===== src/rtl/pulse_interval_meter.sv =====
// Measures clock-cycle intervals between single-cycle pulses and queues them
// in a first-word-fall-through FIFO that is drained over valid/ready.
module pulse_interval_meter #(
    parameter int CNT_W      = 16,
    parameter int FIFO_DEPTH = 4
) (
    input  logic                          clk_i,
    input  logic                          rst_i,
    input  logic                          enable_i,
    input  logic                          pulse_in_i,
    output logic                          iv_valid_o,
    input  logic                          iv_ready_i,
    output logic [CNT_W:0]                iv_data_o,
    output logic [$clog2(FIFO_DEPTH):0]   fifo_count_o,
    output logic                          overflow_o,
    input  logic                          clr_ovf_i
);

    localparam int PTR_W = $clog2(FIFO_DEPTH);
    localparam int CW    = PTR_W + 1;
    localparam logic [CNT_W-1:0] CNT_MAX   = {CNT_W{1'b1}};
    localparam logic [CW-1:0]    DEPTH_CNT = CW'(FIFO_DEPTH);

    typedef enum logic {
        IDLE    = 1'b0,
        MEASURE = 1'b1
    } state_t;

    state_t             state_q, state_d;
    logic [CNT_W-1:0]   cnt_q, cnt_d;
    logic               sat_q, sat_d;

    logic [CNT_W:0]     mem_q [FIFO_DEPTH];
    logic [PTR_W-1:0]   wr_ptr_q, wr_ptr_d;
    logic [PTR_W-1:0]   rd_ptr_q, rd_ptr_d;
    logic [CW-1:0]      count_q, count_d;
    logic               valid_q;
    logic               ovf_q, ovf_d;

    logic               pop;
    logic               push_req;
    logic               push_ok;

    // A push into a full FIFO is still accepted when the head leaves on the same edge.
    always_comb begin
        pop      = valid_q && iv_ready_i;
        push_req = (state_q == MEASURE) && enable_i && pulse_in_i;
        push_ok  = push_req && ((count_q < DEPTH_CNT) || pop);
    end

    always_comb begin
        state_d = state_q;
        cnt_d   = cnt_q;
        sat_d   = sat_q;
        if (!enable_i) begin
            state_d = IDLE;
            cnt_d   = '0;
            sat_d   = 1'b0;
        end else begin
            case (state_q)
                IDLE: begin
                    if (pulse_in_i) begin
                        state_d = MEASURE;
                        cnt_d   = CNT_W'(1);
                        sat_d   = 1'b0;
                    end
                end
                MEASURE: begin
                    if (pulse_in_i) begin
                        cnt_d = CNT_W'(1);
                        sat_d = 1'b0;
                    end else if (cnt_q != CNT_MAX) begin
                        cnt_d = cnt_q + 1'b1;
                        if (cnt_q == CNT_MAX - 1'b1) begin
                            sat_d = 1'b1;
                        end
                    end
                end
                default: begin
                    state_d = IDLE;
                    cnt_d   = '0;
                    sat_d   = 1'b0;
                end
            endcase
        end
    end

    always_comb begin
        wr_ptr_d = wr_ptr_q;
        rd_ptr_d = rd_ptr_q;
        count_d  = count_q;
        if (push_ok) begin
            wr_ptr_d = wr_ptr_q + 1'b1;
        end
        if (pop) begin
            rd_ptr_d = rd_ptr_q + 1'b1;
        end
        case ({push_ok, pop})
            2'b10:   count_d = count_q + 1'b1;
            2'b01:   count_d = count_q - 1'b1;
            default: count_d = count_q;
        endcase
    end

    // A new drop outranks a same-cycle clear so no lost sample goes unreported.
    always_comb begin
        ovf_d = ovf_q;
        if (push_req && !push_ok) begin
            ovf_d = 1'b1;
        end else if (clr_ovf_i) begin
            ovf_d = 1'b0;
        end
    end

    always_ff @(posedge clk_i) begin
        if (rst_i) begin
            state_q  <= IDLE;
            cnt_q    <= '0;
            sat_q    <= 1'b0;
            wr_ptr_q <= '0;
            rd_ptr_q <= '0;
            count_q  <= '0;
            valid_q  <= 1'b0;
            ovf_q    <= 1'b0;
            for (int i = 0; i < FIFO_DEPTH; i++) begin
                mem_q[i] <= '0;
            end
        end else begin
            state_q  <= state_d;
            cnt_q    <= cnt_d;
            sat_q    <= sat_d;
            wr_ptr_q <= wr_ptr_d;
            rd_ptr_q <= rd_ptr_d;
            count_q  <= count_d;
            valid_q  <= (count_d != '0);
            ovf_q    <= ovf_d;
            if (push_ok) begin
                mem_q[wr_ptr_q] <= {sat_q, cnt_q};
            end
        end
    end

    assign iv_valid_o   = valid_q;
    assign iv_data_o    = mem_q[rd_ptr_q];
    assign fifo_count_o = count_q;
    assign overflow_o   = ovf_q;

endmodule


===== config.mk =====
export PLATFORM = sky130hd
export DESIGN_NAME = pulse_interval_meter
export DESIGN_NICKNAME = d
export VERILOG_FILES = /design/src/rtl/pulse_interval_meter.sv
export SDC_FILE = /design/constraint.sdc
export NUM_CORES = 1
export LEC_CHECK = 0
export ABC_AREA = 1
export ABC_CLOCK_PERIOD_IN_PS = 4000
export CAP_MARGIN = 20
export CORE_MARGIN = 4
export CORE_UTILIZATION = 50
export DETAILED_ROUTE_END_ITERATION = 16
export GPL_TIMING_DRIVEN = 0
export PLACE_DENSITY = 0.7
export SYNTH_ARGS = -nofsm -noshare
export SYNTH_HDL_FRONTEND = slang
export SYNTH_SLANG_ARGS = --single-unit

===== constraint.sdc =====
create_clock -name clk_i -period 4 [get_ports clk_i]
set_input_delay 0.8 -clock clk_i [delete_from_list [all_inputs] [get_ports clk_i]]
set_output_delay 0.8 -clock clk_i [all_outputs]
set_load 0.02 [all_outputs]

==> results by group, run 1 <==
Run status
  – Status: complete, no violations

Timing
  – Worst Max-Slew Pin Slew: between 800 and 900 ps
  – Final setup margin: approximately 600 ps
  – Final Hold Fails: 0
  – Final Skew: 9.60 ps
  – RSZ-0062 raised after global routing: no
  – Minimum clock period: around 3400 ps
  – Slew Viols, Final: 0
  – Tcrit/Tclk final: 84.6%
  – Fmax: 295 MHz
  – Final setup fails: 0
  – Slew headroom: 40.3%

Finish
  – Final core occ: 58.5%
  – Layout area overhead: 14.7%
  – Nets: 538
  – Antenna cells: 0
  – Share of cells above drive strength 1: 7.13%
  – Final Cell Area: between 5000 and 6000 sq um
  – Non-Filler Instances: 641

Floorplanning
  – Core area: a little under 9000 sq um
  – Effective utilization at floorplan: 51.0%
  – IO Pins: 28
  – DIE AREA: around 10,000 sq um
  – Die Wd: 102 um
  – # rows: 34
  – Die Ht: 102 um

Global route
  – Remaining Overflow, GRT: 0
  – First-pass GRT wire length: between 15 and 20 mm
  – Vias in the first global route: 3,273
  – Antenna violations before repair: 0
  – Gr usage total: 19.8%
  – Largest net degree at the start of global routing: 18

Setup path
  – Req. time, crit path: 3200 ps
  – Slowest-stage cell, CP: clkdlybuf4s50_1
  – CP Launch Type: flip-flop
  – Critical Path, Cell by Cell: clkbuf_1 > inv_1 > clkbuf_1 > o21ai_0 > o22ai_1 > clkdlybuf4s50_1
  – Slowest stage delay, CP: between 600 and 700 ps
  – Worst endpoint data arrival time: 2580 ps
  – CP dominant cell by count: clkbuf_1
  – Crit. End Element: output port
  – Top delay family on crit path: buffers and inverters
  – CP bufs+invs: 4
  – Crit Path Category: reg2out
  – Max FO, Critical Path: 10

Place
  – Port Buf Inserts: 25
  – Dpl cells: 625
  – DP Area: 4860 sq um
  – Worst slack, placed: 869 ps
  – Detailed Place HPWL: 6.88 mm
  – RePlAce Congestion: slightly below 0.9

Clock tree
  – Clk sinks: 97
  – Num CTS Buffers: 9
  – Resize count post-CTS: 0
  – H-tree depth: 3
  – CTS tree: built
  – Clk_lat worst skew: 370 ps
  – CTS Hold Bufs: 0
  – Clock tree root buffer cell: clkbuf_8
  – Setup Buffers After CTS: 0
  – CTS Buffer Depth: 2
  – Clk pin slew, worst setup/hold paths: 100 ps

Drt
  – Detailed-route DRC error count: 0
  – Drt pass-1 iters: 5
  – DR vias: about 3,400
  – WL final: between 9 and 10 mm
  – Routed Antenna Nets: 0
  – WL/cell: 14.8 um
  – DR iter-0 viols: 189
  – Vias per cell: 5.33

Run
  – Max Cap Viol: 0

Synthesis
  – Post-synthesis average cell area: 9.03 sq um
  – Net Count, Synth: 500
  – Yosys cell types: 35
  – Netlist Area Pre-Place: 4430 sq um
  – Synthesized instance count: 490
  – Sequential fraction of the synthesis area: 59.2%
  – Seq cells post-synth: 97
  – Syn. warnings: 0

Worst hold path
  – Hold Crit Class: reg2reg

Power and ir drop
  – Pwr/cell area: ~390 nW/um^2
  – Pleak: 1.99 nW
  – Total power: 1.97 mW
  – Worst VDD drop: around 0.00016 V
## report_power, final
group | internal, mW | total (mW) | switching, mW
Sequential | 1.10 | 1.11 | 0.0101
Clock | 0.357 | 0.702 | 0.345
Combinational | 0.0564 | 0.156 | 0.0995
Total | 1.51 | 1.97 | 0.454
## stage by stage
step	setup TNS, ps	hold WS [ps]
5_1_grt	0	511
6_report	0	482
4_1_cts	0	487
2_1_floorplan	0	444
3_3_place_gp	-7060	457
3_5_place_dp	0	472
## cells by family after synthesis
logic type,Yosys count,synth area share (%)
xor+xnor,3,0.594
compound gates,73,9.02
mux,1,0.226
flops,97,59.2
fa+ha+maj,4,1.30
simple gates,235,22.8
buf+inv,77,6.81
## metal layers
metal	GRT usage, %	share of wire (%)	wire length, um
met5	0	0	0
met4	8.17	1.8	175
met3	3.62	5.1	483
met2	32.8	50	4740
met1	25.8	43	4110
## cell type report
class | instances | area (sq um)
well taps | 108 | 135
flip-flops and latches | 97 | 2620
clock buffers | 10 | 128
repair buffers | 27 | 273
plain buffers | 16 | 72.6
multi-input cells | 316 | 1520
fillers | 769 | 3600
inverters | 61 | 229
clock inverters | 6 | 92.6
## path summary, 6_finish.rpt
kind / depth (start not counted) / endpoint / start / slack, ps
min: 1 / rd_ptr_q[0] / rd_ptr_q[0] / 480
max: 6 / iv_data_o[13] / flip-flop / 620
max reg2reg: 6 / mem_q[0][11] / state_q / 1810
min reg2reg: 1 / rd_ptr_q[0] / rd_ptr_q[0] / 480
## flip-flops by register name, summed over array words and instances, names as in the netlist, named ones only
| name | cells |
|---|---|
| fifo_count_o | 3 |
| cnt_q | 16 |
| overflow_o | 1 |
| sat_q | 1 |
| iv_valid_o | 1 |
| mem_q | 68 |
| wr_ptr_q | 2 |
| rd_ptr_q | 2 |
| state_q | 1 |
## cells in the mapped netlist
library cell	count	area (sq um)
a21oi_1	11	55.1
dfxtp_1	29	581
inv_2	1	3.75
nand2_1	71	267
mux2i_1	1	10.0
nand3_1	20	100
buf_6	1	11.3
nor4_1	1	6.26
a21boi_1	1	7.51
nand2_4	3	33.8
a21oi_2	1	8.76
clkinv_1	2	7.51
nand2_2	1	6.26
clkbuf_2	1	5.00
o21bai_1	1	7.51
edfxtp_1	68	2040
clkbuf_1	9	33.8
xor2_1	2	17.5
buf_2	3	15.0
nand3b_1	1	7.51
nor2_2	1	6.26
nor2_1	125	469
o31ai_1	1	7.51
o22ai_1	17	106
a31oi_1	1	6.26
ha_1	3	37.5
nand4_1	6	37.5
nor2_4	4	45.0
buf_1	2	7.51
nand4_4	1	21.3
xnor2_1	1	8.76
nor3_2	1	10.0
fa_1	1	20.0
o21ai_0	40	200
inv_1	58	218
## cell usage in the layout (no fill, tap or decap), types with 4 or more instances in the layout
cell type        Yosys  final
a21oi_1             11     11
clkbuf_1             9     10
clkbuf_8             0      9
clkdlybuf4s50_1      0     25
dfxtp_1             29     29
edfxtp_1            68     68
inv_1               58     58
nand2_1             71     71
nand3_1             20     20
nand4_1              6      6
nor2_1             125    125
nor2_4               4      4
o21ai_0             40     38
o22ai_1             17     17
No activity file was read; power rests on OpenSTA's default activity.
==> run 2: changes to the inputs <==
ABC_CLOCK_PERIOD_IN_PS = 3240   (was 4000)
clock period = 3.24 ns   (was 4 ns; I/O delays follow)
==> run 2 against run 1 <==
  * Sequential power is 23% higher
  * Cell area hardly changed
  * Non-clock buffer count is 1 lower
  * Wire length is 0.43% higher
  * Global-route usage hardly changed
  * Sequential share of layout area hardly changed
  * First-iteration DRC count is 2.6% higher
  * Register-to-register slack worse by 760 ps
  * Total power is 23% higher
  * Utilization hardly changed
  * Clock-buffer cell count stayed put
==> results by group, run 2 (same netlist as run 1, synthesis figures left out) <==
Run status
  – Status: complete, no violations

Clock tree
  – Clk pin slew, worst setup/hold paths: approximately 100 ps
  – CTS Buffer Depth: 2
  – Clk sinks: 97
  – Clock tree root buffer cell: clkbuf_8
  – CTS Hold Bufs: 0
  – Setup Buffers After CTS: 0
  – Num CTS Buffers: 9
  – H-tree depth: 3
  – CTS tree: built
  – Clk_lat worst skew: ~370 ps

Timing
  – Minimum clock period: 3000 ps
  – Final setup fails: 0
  – Final Hold Fails: 0
  – Final setup TNS: 0 ps
  – Fmax: 333 MHz
  – Final Skew: 11.9 ps
  – Tcrit/Tclk final: 92.7%
  – RSZ-0062 raised after global routing: no
  – Slew headroom: 40.1%
  – Slew Viols, Final: 0
  – Worst Max-Slew Pin Slew: 899 ps

Global route
  – Antenna violations before repair: 0
  – Largest net degree at the start of global routing: 18
  – Gr usage total: 19.9%
  – Remaining Overflow, GRT: 0
  – Vias in the first global route: 3,274
  – First-pass GRT wire length: 15.9 mm

Floorplanning
  – IO Pins: 28
  – DIE AREA: between 10,000 and 15,000 sq um
  – Die Ht: 102 um
  – Die Wd: 102 um
  – Core area: just under 9000 sq um
  – # rows: 34
  – Effective utilization at floorplan: 51.0%

Power and ir drop
  – Pwr/cell area: about 480 nW/um^2
  – Worst VDD drop: 0.000194 V
  – Pleak: roughly 2 nW
  – Total power: 2.43 mW

Place
  – Port Buf Inserts: 25
  – Detailed Place HPWL: 6.88 mm
  – RePlAce Congestion: around 0.88

Finish
  – FILL cells: between 700 and 800
  – Most frequent cells in the layout: 125 x nor2_1, 71 x nand2_1, 68 x edfxtp_1
  – Share of cells above drive strength 1: 7.89%
  – Largest register FFs: 68
  – Antenna cells: 0
  – Reg with most FFs: mem_q
  – Layout area overhead: 14.7%
  – Nets: ~540
  – Most common cell after layout, fill and taps aside: nor2_1

Setup path
  – R2R cell count: 6
  – Crit. End Element: output port
  – RR Startpoint: state_q
  – Req. time, crit path: 2590 ps
  – Max FO, Critical Path: 10
  – Worst endpoint data arrival time: 2350 ps
  – CP Launch Type: flip-flop
  – R2R Setup Slk: 1050 ps
  – Crit Path Category: reg2out
  – Worst R2R End: mem_q[0][11]

Worst hold path
  – Hold Crit Start: sat_q
  – WHS Endpoint: sat_q
  – Hold Crit Class: reg2reg
  – Hold Path Depth: 2

Drt
  – Detailed-route DRC error count: 0
  – WL final: 9.55 mm
  – WL/cell: 14.9 um
  – Routed Antenna Nets: 0
  – DR iter-0 viols: 194
  – Vias per cell: 5.33
  – DR vias: about 3,400
  – Drt pass-1 iters: 5

Run
  – Max Cap Viol: 0
-- run 2: cell type report --
cell class | count | area [sq um] | area share (%)
sequential | 97 | 2620 | 51.7
multi-input combinational | 316 | 1520 | 30.0
timing repair buffer | 27 | 273 | 5.37
inverter | 61 | 229 | 4.51
tap | 108 | 135 | 2.66
clock buffer | 10 | 128 | 2.51
clock inverter | 6 | 92.6 | 1.82
buffer | 15 | 73.8 | 1.45
-- run 2: worst max-delay path by stage --
stage                     startpoint             to  slack [ps]  cells after the start
after floorplan           iv_ready_i    mem_q[3][0]         500                      4
after detailed placement  iv_ready_i   mem_q[0][12]         260                      8
after global placement    iv_ready_i   mem_q[3][10]        -910                      5
after CTS                  flip-flop  iv_data_o[13]          20                      5
final                      flip-flop   iv_data_o[4]         240                      5
after global routing       flip-flop  iv_data_o[13]          20                      4
-- run 2: stage by stage --
stage / setup WS, ps / util, % / cell area, sq um / hold WS [ps] / std cells
finish: 238 / 58.5 / 5080 / 485 / 640
global route: 17.2 / 58.5 / 5080 / 511 / 640
CTS: 16.5 / 58.5 / 5080 / 487 / 641
detailed placement: 261 / 56.0 / 4860 / 472 / 625
global placement: -911 / 55.4 / 4810 / 457 / 623
floorplan: 495 / - / 4430 / 444 / 490
-- run 2: layer usage --
metal  GRT usage, %  up-vias  wire length (um)
met3           3.62       15               566
li1               -     1681                 -
met4           8.17        0               170
met2           32.8      104              4760
met5              0        -                 0
met1           25.9     1608              4060
-- run 2: repair_timing --
action / CTS / global route
endpoints found under the setup margin: 1 / 7
gates resized for setup: 2 / 4
cloned: 0 / 0
-- run 2: worst max-delay path, stage by stage, from the launching register on --
cell	delay, ps
dfxtp_1	430
inv_1	210
clkbuf_1	370
o21ai_0	150
o22ai_1	190
clkdlybuf4s50_1	640
-- run 2: power by group --
group          internal [mW]  total, mW  switching, mW
registers               1.36       1.37         0.0144
logic                 0.0698      0.191          0.121
clock network          0.440      0.865          0.424
total                   1.87       2.43          0.560
==> run 3: changes to the inputs <==
SKIP_LAST_GASP = 1   (was unset)
==> results of run 3 <==
The final DEF is identical to that of run 2; final timing and power are the same.
